File: src/rtl/mul_arbiter.sv
// -----------------------------------------------------------------------------
// mul_arbiter
//
// Shares one external multiplier among NUM_REQ clients. Each client posts a
// one-cycle request with its operands, which are captured into a private slot.
// A round-robin FSM serves one slot at a time: it issues the operands to the
// multiplier, waits for the multiplier's completion pulse, writes the product
// into that client's result slot and pulses the client's ack.
//
// Ports
//   clk      : single clock, rising edge active
//   rst      : asynchronous active-high reset
//   req      : per-client one-cycle request pulse
//   a, b     : per-client operands, client i in bits [i*WIDTH +: WIDTH]
//   ack      : per-client one-cycle completion pulse (at most one bit high)
//   out      : per-client result slots, same packing as a
//   busy     : per-client request pending or in flight
//   mul_req  : one-cycle request pulse to the shared multiplier
//   mul_a/b  : operands to the multiplier, stable while an operation is open
//   mul_ack  : multiplier completion pulse
//   mul_out  : multiplier result, valid with mul_ack
// -----------------------------------------------------------------------------
module mul_arbiter #(
    parameter int WIDTH   = 32,
    parameter int NUM_REQ = 4
) (
    input  logic                     clk,
    input  logic                     rst,
    input  logic [NUM_REQ-1:0]       req,
    input  logic [NUM_REQ*WIDTH-1:0] a,
    input  logic [NUM_REQ*WIDTH-1:0] b,
    output logic [NUM_REQ-1:0]       ack,
    output logic [NUM_REQ*WIDTH-1:0] out,
    output logic [NUM_REQ-1:0]       busy,
    output logic                     mul_req,
    output logic [WIDTH-1:0]         mul_a,
    output logic [WIDTH-1:0]         mul_b,
    input  logic                     mul_ack,
    input  logic [WIDTH-1:0]         mul_out
);

    localparam int              IDXW     = $clog2(NUM_REQ);
    localparam logic [IDXW-1:0] LAST_IDX = IDXW'(NUM_REQ - 1);

    typedef enum logic [1:0] {
        ST_IDLE    = 2'd0,
        ST_ISSUE   = 2'd1,
        ST_WAIT    = 2'd2,
        ST_RESPOND = 2'd3
    } state_t;

    state_t                   state_r;
    state_t                   state_s;

    logic [NUM_REQ-1:0]       pending_r;
    logic [NUM_REQ-1:0]       busy_r;
    logic [NUM_REQ-1:0]       ack_r;
    logic [NUM_REQ-1:0]       capture_s;

    logic [WIDTH-1:0]         slot_a_r [NUM_REQ];
    logic [WIDTH-1:0]         slot_b_r [NUM_REQ];
    logic [NUM_REQ*WIDTH-1:0] out_r;

    logic                     mul_req_r;
    logic [WIDTH-1:0]         mul_a_r;
    logic [WIDTH-1:0]         mul_b_r;

    logic [IDXW-1:0]          grant_r;
    logic [IDXW-1:0]          last_grant_r;
    logic [IDXW-1:0]          grant_s;
    logic [IDXW-1:0]          cand_s;
    logic                     found_s;

    logic                     load_grant_s;
    logic                     clear_pend_s;
    logic                     latch_out_s;
    logic                     finish_s;

    // One-hot vector with the bit for client idx set.
    function automatic logic [NUM_REQ-1:0] idx_onehot(input logic [IDXW-1:0] idx);
        logic [NUM_REQ-1:0] vec;
        vec = '0;
        for (int i = 0; i < NUM_REQ; i++) begin
            vec[i] = (idx == IDXW'(i));
        end
        return vec;
    endfunction

    // Request acceptance: a client that is idle, or is being acked this very
    // cycle, may post a new request.
    always_comb begin
        capture_s = '0;
        for (int i = 0; i < NUM_REQ; i++) begin
            capture_s[i] = req[i] & (~busy_r[i] | ack_r[i]);
        end
    end

    // Round-robin search: first pending client after the last one served.
    always_comb begin
        found_s = 1'b0;
        grant_s = '0;
        cand_s  = last_grant_r;
        for (int k = 0; k < NUM_REQ; k++) begin
            if (cand_s == LAST_IDX) begin
                cand_s = '0;
            end else begin
                cand_s = cand_s + IDXW'(1);
            end
            if (!found_s && pending_r[cand_s]) begin
                found_s = 1'b1;
                grant_s = cand_s;
            end else begin
                // an earlier candidate already won, or this one is not pending
            end
        end
    end

    // FSM state register.
    always_ff @(posedge clk or posedge rst) begin
        if (rst) begin
            state_r <= ST_IDLE;
        end else begin
            state_r <= state_s;
        end
    end

    // FSM next-state and per-state action strobes.
    always_comb begin
        state_s      = state_r;
        load_grant_s = 1'b0;
        clear_pend_s = 1'b0;
        latch_out_s  = 1'b0;
        finish_s     = 1'b0;
        case (state_r)
            ST_IDLE: begin
                if (found_s) begin
                    state_s      = ST_ISSUE;
                    load_grant_s = 1'b1;
                end else begin
                    state_s = ST_IDLE;
                end
            end
            ST_ISSUE: begin
                state_s      = ST_WAIT;
                clear_pend_s = 1'b1;
            end
            ST_WAIT: begin
                // mul_ack is only honoured here; elsewhere it is stray
                if (mul_ack) begin
                    state_s     = ST_RESPOND;
                    latch_out_s = 1'b1;
                end else begin
                    state_s = ST_WAIT;
                end
            end
            ST_RESPOND: begin
                state_s  = ST_IDLE;
                finish_s = 1'b1;
            end
            default: begin
                state_s = ST_IDLE;
            end
        endcase
    end

    // Control registers: grant, multiplier interface, ack, pending and busy.
    always_ff @(posedge clk or posedge rst) begin
        if (rst) begin
            grant_r      <= '0;
            last_grant_r <= LAST_IDX;
            mul_req_r    <= 1'b0;
            mul_a_r      <= '0;
            mul_b_r      <= '0;
            ack_r        <= '0;
            pending_r    <= '0;
            busy_r       <= '0;
        end else begin
            // mul_req and ack are registered images of the state being entered,
            // so each is high for exactly the one ISSUE / RESPOND cycle
            mul_req_r <= (state_s == ST_ISSUE);
            ack_r     <= latch_out_s ? idx_onehot(grant_r) : '0;

            if (load_grant_s) begin
                grant_r <= grant_s;
                mul_a_r <= slot_a_r[grant_s];
                mul_b_r <= slot_b_r[grant_s];
            end

            if (finish_s) begin
                last_grant_r <= grant_r;
            end

            for (int i = 0; i < NUM_REQ; i++) begin
                if (capture_s[i]) begin
                    pending_r[i] <= 1'b1;
                end else if (clear_pend_s && (grant_r == IDXW'(i))) begin
                    pending_r[i] <= 1'b0;
                end

                // a re-request in the ack cycle keeps the client busy
                if (capture_s[i]) begin
                    busy_r[i] <= 1'b1;
                end else if (finish_s && (grant_r == IDXW'(i))) begin
                    busy_r[i] <= 1'b0;
                end
            end
        end
    end

    // Operand slots and result slots.
    always_ff @(posedge clk or posedge rst) begin
        if (rst) begin
            for (int i = 0; i < NUM_REQ; i++) begin
                slot_a_r[i] <= '0;
                slot_b_r[i] <= '0;
            end
            out_r <= '0;
        end else begin
            for (int i = 0; i < NUM_REQ; i++) begin
                if (capture_s[i]) begin
                    slot_a_r[i] <= a[i*WIDTH +: WIDTH];
                    slot_b_r[i] <= b[i*WIDTH +: WIDTH];
                end
                // result slot only changes on this client's completion
                if (latch_out_s && (grant_r == IDXW'(i))) begin
                    out_r[i*WIDTH +: WIDTH] <= mul_out;
                end
            end
        end
    end

    assign ack     = ack_r;
    assign out     = out_r;
    assign busy    = busy_r;
    assign mul_req = mul_req_r;
    assign mul_a   = mul_a_r;
    assign mul_b   = mul_b_r;

endmodule

File: config.mk
export PLATFORM = sky130hd
export DESIGN_NAME = mul_arbiter
export DESIGN_NICKNAME = d
export VERILOG_FILES = /design/src/rtl/mul_arbiter.sv
export SDC_FILE = /design/constraint.sdc
export NUM_CORES = 1
export LEC_CHECK = 0
export ABC_AREA = 1
export BUFFER_PORTS_ARGS = -buffer_cell sky130_fd_sc_hd__buf_2
export CAP_MARGIN = 20
export CORE_MARGIN = 2
export CORE_UTILIZATION = 48
export CTS_CLUSTER_SIZE = 30
export DETAILED_ROUTE_END_ITERATION = 16
export PLACE_DENSITY_LB_ADDON = 0.08
export SYNTH_ARGS = -nofsm -noshare
export SYNTH_HDL_FRONTEND = slang
export SYNTH_SLANG_ARGS = --single-unit
File: constraint.sdc
create_clock -name clk -period 13.49 [get_ports clk]
set_input_delay 1.349 -clock clk [delete_from_list [all_inputs] [get_ports clk]]
set_output_delay 1.349 -clock clk [all_outputs]
set_load 0.05 [all_outputs]
==> results.toml, run 1 <==
[timing]
clock_skew_ns = 0.0287
max-slew-margin-rel_pct = 29.6
rsz0062_at_grt = "no"
period_needed_ns = 3.97
finalCritPeriodShare_pct = 29.4
worst_pin_slew_ns = 1.06
max_freq_mhz = 252
hold_viol = 0
drv_slew = 0
hold_ws_ns = 0.476
fin_setup_tns_ns = 0
finalSetupViolCount = 0

[route]
drt_first_pass_iters = 7
wl_met1_mm = 23.8
route.met3.wl_mm = 4.44
wl_met2_mm = 27.5
ant_nets = 0
drcViolationCount = 0
wl_mm = 58.0
highest_layer = "met5"
vias = 15234
drt-initial-drc-count = 1217
via_per_inst = 5.33
routedWlPerCell_um = 20.3

[synthesis]
syn-num-nets = 2133
yosysSeqAreaShare_pct = 59.9
synth_warnings = 0
syn-cell-area_um2 = 19500
synth_seq_cells = 467
ys_types = 22
syn_area_per_cell_um2 = 10.6
synthCells = 1833

[grt]
track_usage_pct = 27.2
first_global_vias = 15137
grt-ovfl-total = 0
antenna_found_initial = 22
grt_max_degree = 183
grt_pass1_wl_mm = 87.7

[worst_setup_path]
cpPeakStageDelay_ns = 0.73
end_kind = "register"
slowest_stage = "nand2_4"
path_buf_inv = 2
path_class = "reg2reg"
r2r_cells = 14
path_common_cell = "nand2_1"
cp.depth = 14
startpoint_type = "register"
cp_top_family = "simple AND/OR/NAND/NOR gates"
crit_required_ns = 13.99
reg2reg_from = "last_grant_r[0]$_DFFE_PP1P_"
rrSetupSlack_ns = 9.52
path_cells = "ha_1 > inv_1 > nand2_1 > nand2_1 > nand2_1 > nand2_2 > o21ai_0 > nand2_4 > nand2_4 > buf_4 > nand2_1 > nand3_1 > nand3_1 > nand2_1"
cp_max_fo = 66
cp.arrival_ns = 4.47
r2r_end = "mul_a[7]$_DFFE_PP0P_"

[clocking]
path_clk_slew_ns = 0.06
cts_tree = "done"
cts.hold.buffers_added = 0
clockRootBuffer = "clkbuf_16"
clock_latency_ns = 0.59
cts.path.max_buffers = 3
post-cts-setup-buffer-count = 0
htreeDepth = 2
cts.sinks = 467
cts_resized = 0
numCtsBuffers = 49

[place]
place_congestion = 0.874
dpl.hpwl_mm = 38.6
port-buffer-count = 495

[cells_and_area]
area_growth_pct = 23.0
final_nets = 2575
layout-drive-gt1-share_pct = 37.5
layout_common_cells = "buf_2, dfrtp_1, nand2_1"
fillerInstances = 3427
final_common_cell = "buf_2"

[outcome]
status = "finished clean"

[floorplanning]
placementRows = 73
die_h_um = 206
core_area_um2 = 39900
initial_core_util_pct = 48.9
pin_count = 496
dieArea_um2 = 42300
die_w_um = 206

[hold_path]
hold_class = "reg2reg"
hold_depth = 2
worstHoldStart = "mul_b[26]$_DFFE_PP0P_"
hold_end = "mul_b[26]$_DFFE_PP0P_"

[job]
cap_violations = 0
layout make-up:
cell class,count,area [um2],share of cell area (%)
well taps,525,657,2.74
multi-input cells,1184,7130,29.7
repair buffers,512,2660,11.1
flip-flops and latches,467,11700,48.7
clock buffers,78,1490,6.20
inverters,61,233,0.969
diodes,20,50.0,0.208
clock inverters,11,113,0.469
synthesized netlist by cell type, drive strengths merged:
library cell    n  area, um2
nand2         403       1520
nor2           41        159
clkbuf         48        184
ha              5       62.6
o21ai         114        574
inv            61        229
a21oi          35        179
dfrtp         465      11600
nand4           1       12.5
buf            73        379
dfstp           2       52.6
or2             1       6.26
nand3         328       1640
mux2          256       2880
registers in the layout, indices dropped and copies added (netlist names):
| signal | cells |
|---|---|
| out | 128 |
| slot_a_r | 128 |
| slot_b_r | 128 |
| mul_a | 32 |
| mul_b | 32 |
| ack | 4 |
| busy | 4 |
| pending_r | 4 |
| grant_r | 2 |
| last_grant_r | 2 |
| state_r | 2 |
| mul_req | 1 |
cell families (layout without fill, tap and decap cells):
family / count (synthesis) / count (layout) / synth area share (%)
and+or+nand+nor: 774 / 774 / 17.1
DFF: 467 / 467 / 59.9
muxes: 256 / 256 / 14.8
buffers and inverters: 182 / 662 / 4.06
AOI/OAI and AO/OA: 149 / 149 / 3.86
adders and majority gates: 5 / 5 / 0.321
other: 0 / 20 / 0
per-stage QoR:
stage          util (%)  worst slack, ns  instance area, um2  cells
2_1_floorplan         -             5.82               19500   1833
3_3_place_gp       55.9             9.41               22300   2747
3_5_place_dp       56.0             9.39               22300   2748
4_1_cts            60.0             9.51               23900   2837
5_1_grt            60.1             9.11               24000   2851
6_report           60.2             9.52               24000   2858
how the worst max path moves through the flow:
| stage | startpoint | end |
|---|---|---|
| 5_1_grt | last_grant_r[0]$_DFFE_PP1P_ | mul_a[23]$_DFFE_PP0P_ |
| 3_3_place_gp | rst | slot_b_r[40]$_DFFE_PP0P_ |
| 2_1_floorplan | rst | ack[0]$_DFF_PP0_ |
| 4_1_cts | last_grant_r[0]$_DFFE_PP1P_ | mul_a[7]$_DFFE_PP0P_ |
| 3_5_place_dp | rst | slot_b_r[44]$_DFFE_PP0P_ |
| 6_report | last_grant_r[0]$_DFFE_PP1P_ | mul_a[7]$_DFFE_PP0P_ |
routing by layer:
metal,GRT usage [%],vias to the layer above
li1,-,7064
met1,35.8,7519
met2,43.2,514
met3,6.38,125
met4,11.5,12
met5,0,-
worst register-to-register path: cells and delay by family (launching register included):
| kind | cells | cell delay (ns) |
|---|---|---|
| compound gates | 1 | 0.30 |
| flops | 1 | 0.60 |
| fa+ha+maj | 1 | 0.23 |
| buf+inv | 2 | 0.83 |
| simple gates | 10 | 1.92 |
Power of run 1 is not shown: default switching activity piles up to over one toggle a cycle in this logic, so the estimate is an artifact.
==> inputs of run 2 (changes only) <==
- CORE_UTILIZATION: 48 -> 53
- clock period: 13.49 -> 4.1 ns (I/O delays scaled with it)
==> results.toml, run 2 (synthesis gave the netlist of run 1 again) <==
[route]
drt-initial-drc-count = 1063
drt_first_pass_iters = 5
drcViolationCount = 0
wl_mm = 57.2
routedWlPerCell_um = 20.3
via_per_inst = 5.43
ant_nets = 0
vias = 15318

[timing]
rsz0062_at_grt = "no"
finalSetupViolCount = 0
finalCritPeriodShare_pct = 75.5
period_needed_ns = 3.10
hold_ws_ns = 0.0521
worst_pin_slew_ns = 1.03
hold_viol = 0
fin_ws_ns = 1.00
drv_slew = 0
max_freq_mhz = 323
max-slew-margin-rel_pct = 31.2
clock_skew_ns = 0.0157

[cells_and_area]
final_nets = 2582
fin_area_um2 = 24200
layout-drive-gt1-share_pct = 37.9
final_common_cell = "buf_2"
fillerInstances = 2971
layout_common_cells = "buf_2, dfrtp_1, nand2_1"
area_growth_pct = 23.9

[grt]
grt_pass1_wl_mm = 88.6
first_global_vias = 15633
use_met1_pct = 39.2
grt-busiest-layer = "met2"
track_usage_pct = 29.7
use_met3_pct = 7.82
antenna_found_initial = 25
grt-ovfl-total = 0
grt.met2_usage_pct = 46.8
grt_max_degree = 162

[floorplanning]
placementRows = 70
dieArea_um2 = 38400
die_w_um = 196
pin_count = 496
die_h_um = 196
core_area_um2 = 36400
initial_core_util_pct = 53.6

[clocking]
post-cts-setup-buffer-count = 0
clock_latency_ns = 0.59
cts_resized = 0
path_clk_slew_ns = 0.06
cts.hold.buffers_added = 1
cts.sinks = 467
htreeDepth = 2
clockRootBuffer = "clkbuf_16"
cts.path.max_buffers = 3
numCtsBuffers = 49
cts_tree = "done"

[worst_setup_path]
end_kind = "register"
startpoint_type = "register"
cp.arrival_ns = 3.57
path_class = "reg2reg"
reg2reg_from = "last_grant_r[0]$_DFFE_PP1P_"
cp_max_fo = 37
rrSetupSlack_ns = 1.00
r2r_end = "mul_a[31]$_DFFE_PP0P_"
crit_required_ns = 4.58
r2r_cells = 14

[place]
port-buffer-count = 495
pre_cts_ws_ns = 1.04
placed_cell_area_um2 = 22400
dpl.hpwl_mm = 37.7
place_congestion = 0.886

[hold_path]
hold_depth = 2
hold_class = "in2reg"
hold_end = "slot_b_r[3]$_DFFE_PP0P_"
worstHoldStart = "b[99]"

[job]
cap_violations = 0

[outcome]
status = "finished clean"
run 2: worst max-delay path by stage:
stage	start	end	cells past startpoint
floorplan	rst	ack[0]$_DFF_PP0_	1
global placement	last_grant_r[0]$_DFFE_PP1P_	mul_b[3]$_DFFE_PP0P_	14
detailed placement	last_grant_r[0]$_DFFE_PP1P_	mul_b[18]$_DFFE_PP0P_	14
CTS	last_grant_r[0]$_DFFE_PP1P_	mul_b[18]$_DFFE_PP0P_	14
global route	last_grant_r[0]$_DFFE_PP1P_	mul_b[3]$_DFFE_PP0P_	14
finish	last_grant_r[0]$_DFFE_PP1P_	mul_a[31]$_DFFE_PP0P_	14
run 2: per-layer routing:
metal | part of all wire, % | wire length, um
met1 | 41 | 23600
met2 | 47 | 26900
met3 | 7.8 | 4470
met4 | 3.7 | 2130
met5 | 0.096 | 55
run 2: layout make-up:
class	instances	area, um2	share of cell area (%)
clock buffers	72	1470	6.06
diodes	29	72.6	0.300
multi-input cells	1184	7130	29.5
clock inverters	19	226	0.937
flip-flops and latches	467	11700	48.4
repair buffers	519	2770	11.5
inverters	61	233	0.963
well taps	468	586	2.42
run 2: through the flow:
step           util (%)  instances  setup TNS, ns
2_1_floorplan         -       1833       -1225.29
5_1_grt            66.3       2809              0
3_3_place_gp       61.5       2698              0
4_1_cts            66.1       2790              0
6_report           66.3       2819              0
3_5_place_dp       61.5       2698              0
run 2: worst max-delay path, cell delays in order (launching register included):
cell and delay [ns]:
dfstp_2 0.60, ha_1 0.30, inv_1 0.13, nand2_1 0.10, nand2_1 0.11, nand2_1 0.07, nand2_2 0.09, nand3_1 0.14
nor2_2 0.19, inv_1 0.07, nand2_2 0.53, buf_12 0.31, nand3_1 0.15, nand3_1 0.11, nand2_1 0.05
Power of run 2 is left out for the same reason.
